### config.mk
export PLATFORM = sky130hd
export DESIGN_NAME = hex_serializer
export DESIGN_NICKNAME = d
export VERILOG_FILES = /design/src/rtl/hex_serializer_pkg.sv /design/src/rtl/hex_serializer_nibble_to_ascii.sv /design/src/rtl/hex_serializer.sv
export SDC_FILE = /design/constraint.sdc
export NUM_CORES = 1
export LEC_CHECK = 0
export CAP_MARGIN = 20
export CORE_MARGIN = 2
export CORE_UTILIZATION = 34
export DETAILED_ROUTE_END_ITERATION = 10
export MAX_ROUTING_LAYER = met4
export PLACE_DENSITY = 0.58
export REMOVE_ABC_BUFFERS = 1
export SYNTH_ARGS = -nofsm -noshare
export SYNTH_HDL_FRONTEND = slang
export SYNTH_SLANG_ARGS = --single-unit
### constraint.sdc
create_clock -name clk -period 2.4 [get_ports clk]
set_input_delay 0.36 -clock clk [delete_from_list [all_inputs] [get_ports clk]]
set_output_delay 0.36 -clock clk [all_outputs]
set_load 0.005 [all_outputs]
### src/rtl/hex_serializer_pkg.sv
// Shared types and constants for the hex text streamer.
package hex_serializer_pkg;

  typedef enum logic [2:0] {
    ST_IDLE  = 3'd0,
    ST_PFX0  = 3'd1,
    ST_PFX1  = 3'd2,
    ST_DIGIT = 3'd3,
    ST_CR    = 3'd4,
    ST_LF    = 3'd5
  } state_e;

  localparam logic [7:0] CHAR_0  = 8'h30;
  localparam logic [7:0] CHAR_X  = 8'h78;
  localparam logic [7:0] CHAR_CR = 8'h0D;
  localparam logic [7:0] CHAR_LF = 8'h0A;

  function automatic int nib_count(input int width);
    return width / 4;
  endfunction

  // A one-nibble word still needs a 1-bit index register.
  function automatic int idx_width(input int nib);
    return (nib > 1) ? $clog2(nib) : 1;
  endfunction

endpackage

### src/rtl/hex_serializer_nibble_to_ascii.sv
// Combinational map of one nibble to its uppercase ASCII hex digit.
module nibble_to_ascii (
  input  logic [3:0] nib_i,
  output logic [7:0] char_o
);

  always_comb begin
    if (nib_i < 4'd10) char_o = 8'h30 + {4'h0, nib_i};
    else               char_o = 8'h37 + {4'h0, nib_i};
  end

endmodule

### src/rtl/hex_serializer.sv
// Streams a latched WIDTH-bit word as ASCII hex text, MS nibble first,
// with optional "0x" prefix, leading-zero suppression and CR LF terminator.
//
// state    | meaning
// ST_IDLE  | waiting for a word, in_ready high
// ST_PFX0  | presenting "0"
// ST_PFX1  | presenting "x"
// ST_DIGIT | presenting nibble[idx]
// ST_CR    | presenting carriage return
// ST_LF    | presenting line feed (final character)
module hex_serializer
  import hex_serializer_pkg::*;
#(
  parameter int WIDTH          = 16,
  parameter int PREFIX         = 0,
  parameter int SUPPRESS_ZEROS = 0,
  parameter int NEWLINE        = 0
) (
  input  logic             clk,
  input  logic             rst,
  input  logic             in_valid_i,
  output logic             in_ready_o,
  input  logic [WIDTH-1:0] in_data_i,
  output logic             out_valid_o,
  input  logic             out_ready_i,
  output logic [7:0]       out_char_o,
  output logic             out_last_o,
  output logic             busy_o
);

  localparam int NIB = nib_count(WIDTH);
  localparam int IW  = idx_width(NIB);

  state_e           state_q, state_d;
  logic [WIDTH-1:0] shreg_q, shreg_d;
  logic [IW-1:0]    idx_q, idx_d;
  logic [IW-1:0]    lead_idx, start_idx;
  logic [3:0]       cur_nib;
  logic [7:0]       digit_char;
  logic             accept, out_hs;

  assign in_ready_o  = (state_q == ST_IDLE) && !rst;
  assign accept      = in_valid_i && in_ready_o;
  assign out_valid_o = (state_q != ST_IDLE);
  assign out_hs      = out_valid_o && out_ready_i;
  assign busy_o      = (state_q != ST_IDLE);

  // Highest nonzero nibble of the incoming word; a zero word yields 0.
  always_comb begin
    lead_idx = '0;
    for (int i = 0; i < NIB; i++) begin
      if (in_data_i[i*4 +: 4] != 4'h0) lead_idx = IW'(i);
    end
  end

  assign start_idx = (SUPPRESS_ZEROS != 0) ? lead_idx : IW'(NIB - 1);

  always_comb begin
    cur_nib = 4'h0;
    for (int i = 0; i < NIB; i++) begin
      if (idx_q == IW'(i)) cur_nib = shreg_q[i*4 +: 4];
    end
  end

  nibble_to_ascii u_n2a (
    .nib_i  (cur_nib),
    .char_o (digit_char)
  );

  always_comb begin
    state_d = state_q;
    shreg_d = shreg_q;
    idx_d   = idx_q;
    case (state_q)
      ST_IDLE: begin
        if (accept) begin
          shreg_d = in_data_i;
          idx_d   = start_idx;
          state_d = (PREFIX != 0) ? ST_PFX0 : ST_DIGIT;
        end
      end
      ST_PFX0: if (out_hs) state_d = ST_PFX1;
      ST_PFX1: if (out_hs) state_d = ST_DIGIT;
      ST_DIGIT: begin
        if (out_hs) begin
          if (idx_q == '0) state_d = (NEWLINE != 0) ? ST_CR : ST_IDLE;
          else             idx_d   = idx_q - IW'(1);
        end
      end
      ST_CR:   if (out_hs) state_d = ST_LF;
      ST_LF:   if (out_hs) state_d = ST_IDLE;
      default: state_d = ST_IDLE;
    endcase
  end

  always_ff @(posedge clk) begin
    if (rst) begin
      state_q <= ST_IDLE;
      shreg_q <= '0;
      idx_q   <= '0;
    end else begin
      state_q <= state_d;
      shreg_q <= shreg_d;
      idx_q   <= idx_d;
    end
  end

  // Outputs decode only registered state, so they hold through any stall.
  always_comb begin
    case (state_q)
      ST_PFX0:  out_char_o = CHAR_0;
      ST_PFX1:  out_char_o = CHAR_X;
      ST_DIGIT: out_char_o = digit_char;
      ST_CR:    out_char_o = CHAR_CR;
      ST_LF:    out_char_o = CHAR_LF;
      default:  out_char_o = 8'h00;
    endcase
  end

  assign out_last_o = (state_q == ST_LF) ||
                      ((state_q == ST_DIGIT) && (idx_q == '0) && (NEWLINE == 0));

endmodule

==> results.json, run 1 <==
{
  "synth_common_cells": "23 x nand2_1, 21 x dfxtp_1, 20 x o21ai_0",
  "skew_ps": 6.237,
  "power_density_mw_per_mm2": 813.5,
  "grt_pass1_wl_um": 5796,
  "crit_required_ps": 2040,
  "slew_viol_final": 0,
  "drive_above_1_share_pct": 30.05,
  "track_usage_pct": 17.87,
  "cp-end-kind": "output pin",
  "whs_endpoint": "shreg_q[2]",
  "grt_antenna_before_repair": 0,
  "crit_type": "flop to output pin",
  "r2r_cells": 5,
  "clkTransAtPathRegs_ps": 90,
  "htree_levels": 1,
  "internal_power_w": 0.001004,
  "finalSetupViolCount": 5,
  "fp.dieH_um": 64.88,
  "whs_path_depth": 2,
  "cts_sinks": 21,
  "fin_tns_setup_ps": -147.5,
  "syn_inst": 164,
  "synth_seq_cells": 21,
  "place_ws_ps": -324.8,
  "p_switching_w": 0.0006071,
  "finalWeightedCongestion": 0.8273,
  "yosysTopAreaCellShare_pct": 33.37,
  "area_growth_pct": 57.20,
  "regToRegSetupSlack_ps": 590,
  "antenna_cells": 0,
  "power.share.clock_pct": 15.3,
  "async_flop_share_pct": 0,
  "dpl.hpwl_um": 2283,
  "vdd_drop_max_mv": 0.3770,
  "switching_share_pct": 37.68,
  "drt-total-wl_um": 3489,
  "portBuffers": 30,
  "grt_pass1_vias": 1274,
  "dp.cells": 244,
  "p_leak_nw": 0.7380,
  "status": "finished, violations left",
  "wl_per_cell_um": 13.37,
  "grt_max_degree": 23,
  "die_w_um": 64.88,
  "worstPathArrival_ps": 2090,
  "syn_area_per_cell_um2": 7.683,
  "yosysSeqAreaShare_pct": 33.37,
  "p_comb_share_pct": 54.5,
  "clockRootBuffer": "clkbuf_8",
  "r2r_end": "idx_q[1]",
  "die_area_mm2": 0.004209,
  "yosysWarningCount": 0,
  "final_hold_viol_count": 0,
  "timing.final.crit_share_pct": 102.0,
  "initial_utilization_pct": 34.94,
  "tritoncts": "built",
  "core_mm2": 0.003606,
  "failed_checks": "negative setup slack",
  "yosysMostFrequentCell": "nand2_1",
  "avgViaCountPerCell": 5.195,
  "final_cells": 261,
  "ios": 32,
  "ys_types": 33,
  "path_buf_inv": 4,
  "crit_top_cell": "buf_6",
  "syn_area_mm2": 0.001260,
  "drtPass1Iterations": 4,
  "cp_cell_sequence": "buf_6, ha_4, buf_6, nor3b_2, a221o_1, buf_6, o21ai_4, nand2_1, a21oi_1, buf_2",
  "max-cap-violations": 0,
  "post-route-drc-count": 0,
  "num_vias": 1356,
  "rows": 22,
  "nets": 239,
  "crit_slowest_cell": "a221o_1",
  "max_stage_delay_ps": 360,
  "drtIter0Drc": 82,
  "clk_path_buf_depth": 2,
  "min_from": "shreg_q[2]",
  "synth_edf_count": 0,
  "ys_dominant_reg_cell": "dfxtp_1",
  "finalCriticalPeriod_ps": 2448,
  "r2r-start": "state_q[1]",
  "cts_made_buffers": 3,
  "ant_nets": 0,
  "crit_path_start_kind": "flop",
  "layout_setup_ws_ps": -48.08,
  "rsz0062_at_grt": "true",
  "crit_path_max_fanout": 7,
  "synth_area_leaders": "dfxtp_1 33%, o21ai_0 7.9%, nand2b_1 7.4%",
  "pwr-share-seq_pct": 30.2,
  "yosys.area.top_type": "dfxtp_1",
  "cp_top_family": "compound AO/OA/AOI/OAI gates",
  "timing.fmax_mhz": 408.5,
  "overflow": 0,
  "hold_path_class": "flop to flop",
  "clk_latency_ps": 270
}
-- power by group through the flow --
stage	clock, W	sequential, W	combinational [W]
2_1_floorplan	0	0.000465	0.000361
3_3_place_gp	0	0.000483	0.000626
3_5_place_dp	0	0.000485	0.000646
4_1_cts	0.000249	0.000484	0.000795
5_1_grt	0.000262	0.000496	0.000952
6_report	0.000246	0.000487	0.000878
-- registers in the layout (all words and copies together) (netlist names) --
signal and flops:
state_q 3, shreg_q 16, idx_q 2
-- tightest hold or removal path: stages (launching register included) --
cell and delay (ps):
dfxtp_1 320, nand2b_1 60, o21ai_0 60
-- final cells by class --
type	instances	area (µm²)
clock inverter	1	7.507
sequential	21	425.4
fill	320	1625
clock buffer	3	41.29
timing repair buffer	57	516.7
multi-input combinational	123	897.1
tap	48	60.06
inverter	8	32.53
-- repair_timing --
action / 4_1_cts / 5_1_grt
cloned: 0 / 0
resized for setup: 66 / 11
setup endpoints to repair: 7 / 7
pin swaps: 19 / 15
setup buffers: 9 / 4
hold endpoints to repair: 0 / 0
hold buffers: 0 / 0
-- how the worst max path moves through the flow --
stage                         from             to  cells past startpoint
after floorplan           idx_q[0]  out_char_o[6]                      8
after global placement    idx_q[0]  out_char_o[6]                      9
after detailed placement  idx_q[0]  out_char_o[6]                      9
after CTS                 idx_q[1]  out_char_o[6]                     10
after global routing      idx_q[1]  out_char_o[0]                     10
final                     idx_q[1]  out_char_o[6]                     10
-- cells in the final DEF (no fill, tap or decap), types with 2 or more instances in the layout --
cell,n
clkdlybuf4s50_1,23
nor2_1,6
buf_4,14
nand2b_1,15
nand3_1,2
inv_1,6
o21ai_1,4
a211oi_1,3
o31ai_1,3
a211oi_2,4
mux2i_1,2
nor2b_1,4
a31oi_1,2
nand2_1,23
nor3b_2,2
a21oi_2,3
dfxtp_1,19
o21ai_0,16
a221o_1,2
ha_4,5
buf_6,13
nand3b_1,3
a21oi_1,8
a211oi_4,2
clkbuf_8,3
buf_2,7
-- per-layer routing --
metal,GRT usage [%],share of wire (%)
met1,20.09,42
met2,31.19,50
met5,-,0
met4,6.915,2.2
met3,3.472,5.6
-- through the flow --
stage                     total power, W  utilization [%]  hold slack [ps]  instance area (µm²)
after floorplan                0.0008261                -            432.1                 1199
after global placement          0.001110            46.15            464.5                 1664
after detailed placement        0.001131            46.15            470.0                 1664
after CTS                       0.001528            53.02            484.2                 1912
after global routing            0.001710            54.93            499.3                 1981
final                           0.001611            54.93            477.7                 1981
-- cell families after synthesis --
family	Yosys count	synth area share, %
AOI/OAI and AO/OA	55	27.31
xor gates and xnor gates	1	0.6953
adders and majority gates	5	4.965
buffers and inverters	20	7.249
DFF	21	33.37
muxes	2	1.589
other	1	0.2976
and+or+nand+nor	59	24.53
No activity file was read; power rests on OpenSTA's default activity.
==> inputs of run 2 (changes only) <==
--- a/config.mk
+++ b/config.mk
@@ -9,6 +9,7 @@
 export CORE_MARGIN = 2
 export CORE_UTILIZATION = 34
 export DETAILED_ROUTE_END_ITERATION = 10
+export GPL_ROUTABILITY_DRIVEN = 0
 export MAX_ROUTING_LAYER = met4
 export PLACE_DENSITY = 0.58
 export REMOVE_ABC_BUFFERS = 1
==> results of run 2 <==
Same layout as run 1: the final DEF is identical, and so are final timing and power.
==> inputs of run 3 (changes only) <==
--- a/config.mk
+++ b/config.mk
@@ -11,7 +11,7 @@
 export DETAILED_ROUTE_END_ITERATION = 10
 export GPL_ROUTABILITY_DRIVEN = 0
 export MAX_ROUTING_LAYER = met4
-export PLACE_DENSITY = 0.58
+export PLACE_DENSITY = 0.56
 export REMOVE_ABC_BUFFERS = 1
 export SYNTH_ARGS = -nofsm -noshare
 export SYNTH_HDL_FRONTEND = slang
==> run 3 against run 2 <==
  * The flow still finishes with violations (negative setup slack)
  * Critical endpoint is now out_char_o[2]
  * Highest routed layer unchanged
  * Non-clock buffer count down 2
  * Register-to-register slack got worse by 30 ps
  * Design area shrank 1.8%
==> results.json, run 3 (synthesis results as in run 1) <==
{
  "final_hold_viol_count": 0,
  "initial_utilization_pct": 34.94,
  "placed_cell_area_mm2": 0.001657,
  "crit_path_start_kind": "flop",
  "ant_nets": 0,
  "clk_latency_ps": 260,
  "portBuffers": 30,
  "worstPathArrival_ps": 2180,
  "layout_setup_ws_ps": -136.7,
  "finalCriticalPeriod_ps": 2537,
  "cts_made_buffers": 3,
  "whs_ps": 477.1,
  "post-route-drc-count": 0,
  "finalSetupViolCount": 5,
  "clkTransAtPathRegs_ps": 80,
  "clk_path_buf_depth": 2,
  "regMostFlops": "shreg_q",
  "cp-end-kind": "output pin",
  "p_leak_nw": 0.7343,
  "final_cells": 259,
  "grt_max_degree": 20,
  "nets": 237,
  "ios": 32,
  "rsz0062_at_grt": "true",
  "finalInstanceArea_mm2": 0.001944,
  "biggestRegsByFlops": "shreg_q (16), state_q (3), idx_q (2)",
  "grt_pass1_wl_um": 5733,
  "final_common_cell": "clkdlybuf4s50_1",
  "slew_viol_final": 0,
  "timing.final.crit_share_pct": 105.7,
  "wl_per_cell_um": 13.69,
  "dp.cells": 243,
  "rows": 22,
  "grt_antenna_before_repair": 0,
  "vdd_drop_max_mv": 0.2812,
  "crit_type": "flop to output pin",
  "htree_levels": 1,
  "antenna_cells": 0,
  "power_w": 0.001595,
  "status": "finished, violations left",
  "overflow": 0,
  "cts_hold_buf": 0,
  "largest_register_ffs": 16,
  "drtPass1Iterations": 4,
  "core_mm2": 0.003606,
  "num-fill-cells": 365,
  "crit_required_ps": 2040,
  "dpl.hpwl_um": 2323,
  "place_ws_ps": -296.3,
  "hold_path_class": "flop to flop",
  "max-cap-violations": 0,
  "failed_checks": "negative setup slack",
  "area_growth_pct": 54.32,
  "power_density_mw_per_mm2": 820.4,
  "die_w_um": 64.88,
  "cts_sinks": 21,
  "drtIter0Drc": 65,
  "track_usage_pct": 18.16,
  "final_cell_mix": "22 x clkdlybuf4s50_1, 21 x nand2_1, 19 x buf_4, 19 x dfxtp_1",
  "drt-total-wl_um": 3546,
  "num_vias": 1319,
  "crit_path_max_fanout": 4,
  "fp.dieH_um": 64.88,
  "die_area_mm2": 0.004209,
  "avgViaCountPerCell": 5.093,
  "grt_pass1_vias": 1291,
  "skew_ps": 1.069,
  "clockRootBuffer": "clkbuf_8",
  "timing.fmax_mhz": 394.2,
  "tritoncts": "built",
  "drive_above_1_share_pct": 29.38
}
-- run 3: cell count changes in the layout (fill, tap and decap cells not counted), sizes merged --
cell,previous run,this run
clkinvlp,1,0
clkdlybuf4s50,23,22
clkbuf,3,4
buf,34,32
dlymetal6s2s,0,1
-- run 3: metrics by stage --
step           TNS (ps)  utilization (%)
2_1_floorplan         0                -
3_3_place_gp      -1243            45.94
3_5_place_dp      -1739            45.94
4_1_cts          -321.0            51.77
5_1_grt           -1173            53.92
6_report         -510.6            53.92
-- run 3: worst paths after layout --
path / startpoint / end / slack [ps] / cells past startpoint
worst max-delay path: idx_q[1] / out_char_o[2] / -140 / 10
worst min-delay path: shreg_q[3] / shreg_q[3] / 480 / 2
worst max register to register: state_q[1] / idx_q[1] / 560 / 5
worst min register to register: shreg_q[3] / shreg_q[3] / 480 / 2
-- run 3: critical path, stage by stage, from the launching register on --
cell	delay, ps
dfxtp_4	400
inv_4	50
ha_4	170
buf_6	130
nand3b_1	140
a221o_1	380
buf_6	170
nor2b_1	120
a31oi_1	150
o21ai_1	80
buf_2	120
-- run 3: metal layers --
metal / wire (µm) / vias up / track usage [%]
met3: 157 / 7 / 2.604
li1: - / 663 / -
met4: 88 / 0 / 9.043
met1: 1485 / 608 / 19.64
met5: 0 / - / -
met2: 1815 / 41 / 32.35
-- run 3: power breakdown --
group	switching [W]	internal (W)	total, W
registers	0.0000823	0.000413	0.000495
clock network	0.000116	0.000118	0.000234
logic	0.000402	0.000465	0.000866
total	0.000600	0.000996	0.00160
-- run 3: layout make-up --
type	count	area (µm²)	area share, %
clock buffer	4	45.04	2.317
inverter	8	35.03	1.802
multi-input combinational	123	898.4	46.20
sequential	21	427.9	22.01
tap	48	60.06	3.089
timing repair buffer	55	478.0	24.58
-- run 3: what timing repair did --
action,CTS,global route
setup endpoints to repair,7,8
buffers inserted,12,1
pin swaps,12,16
gates resized for setup,57,18
endpoints found under the hold margin,0,0
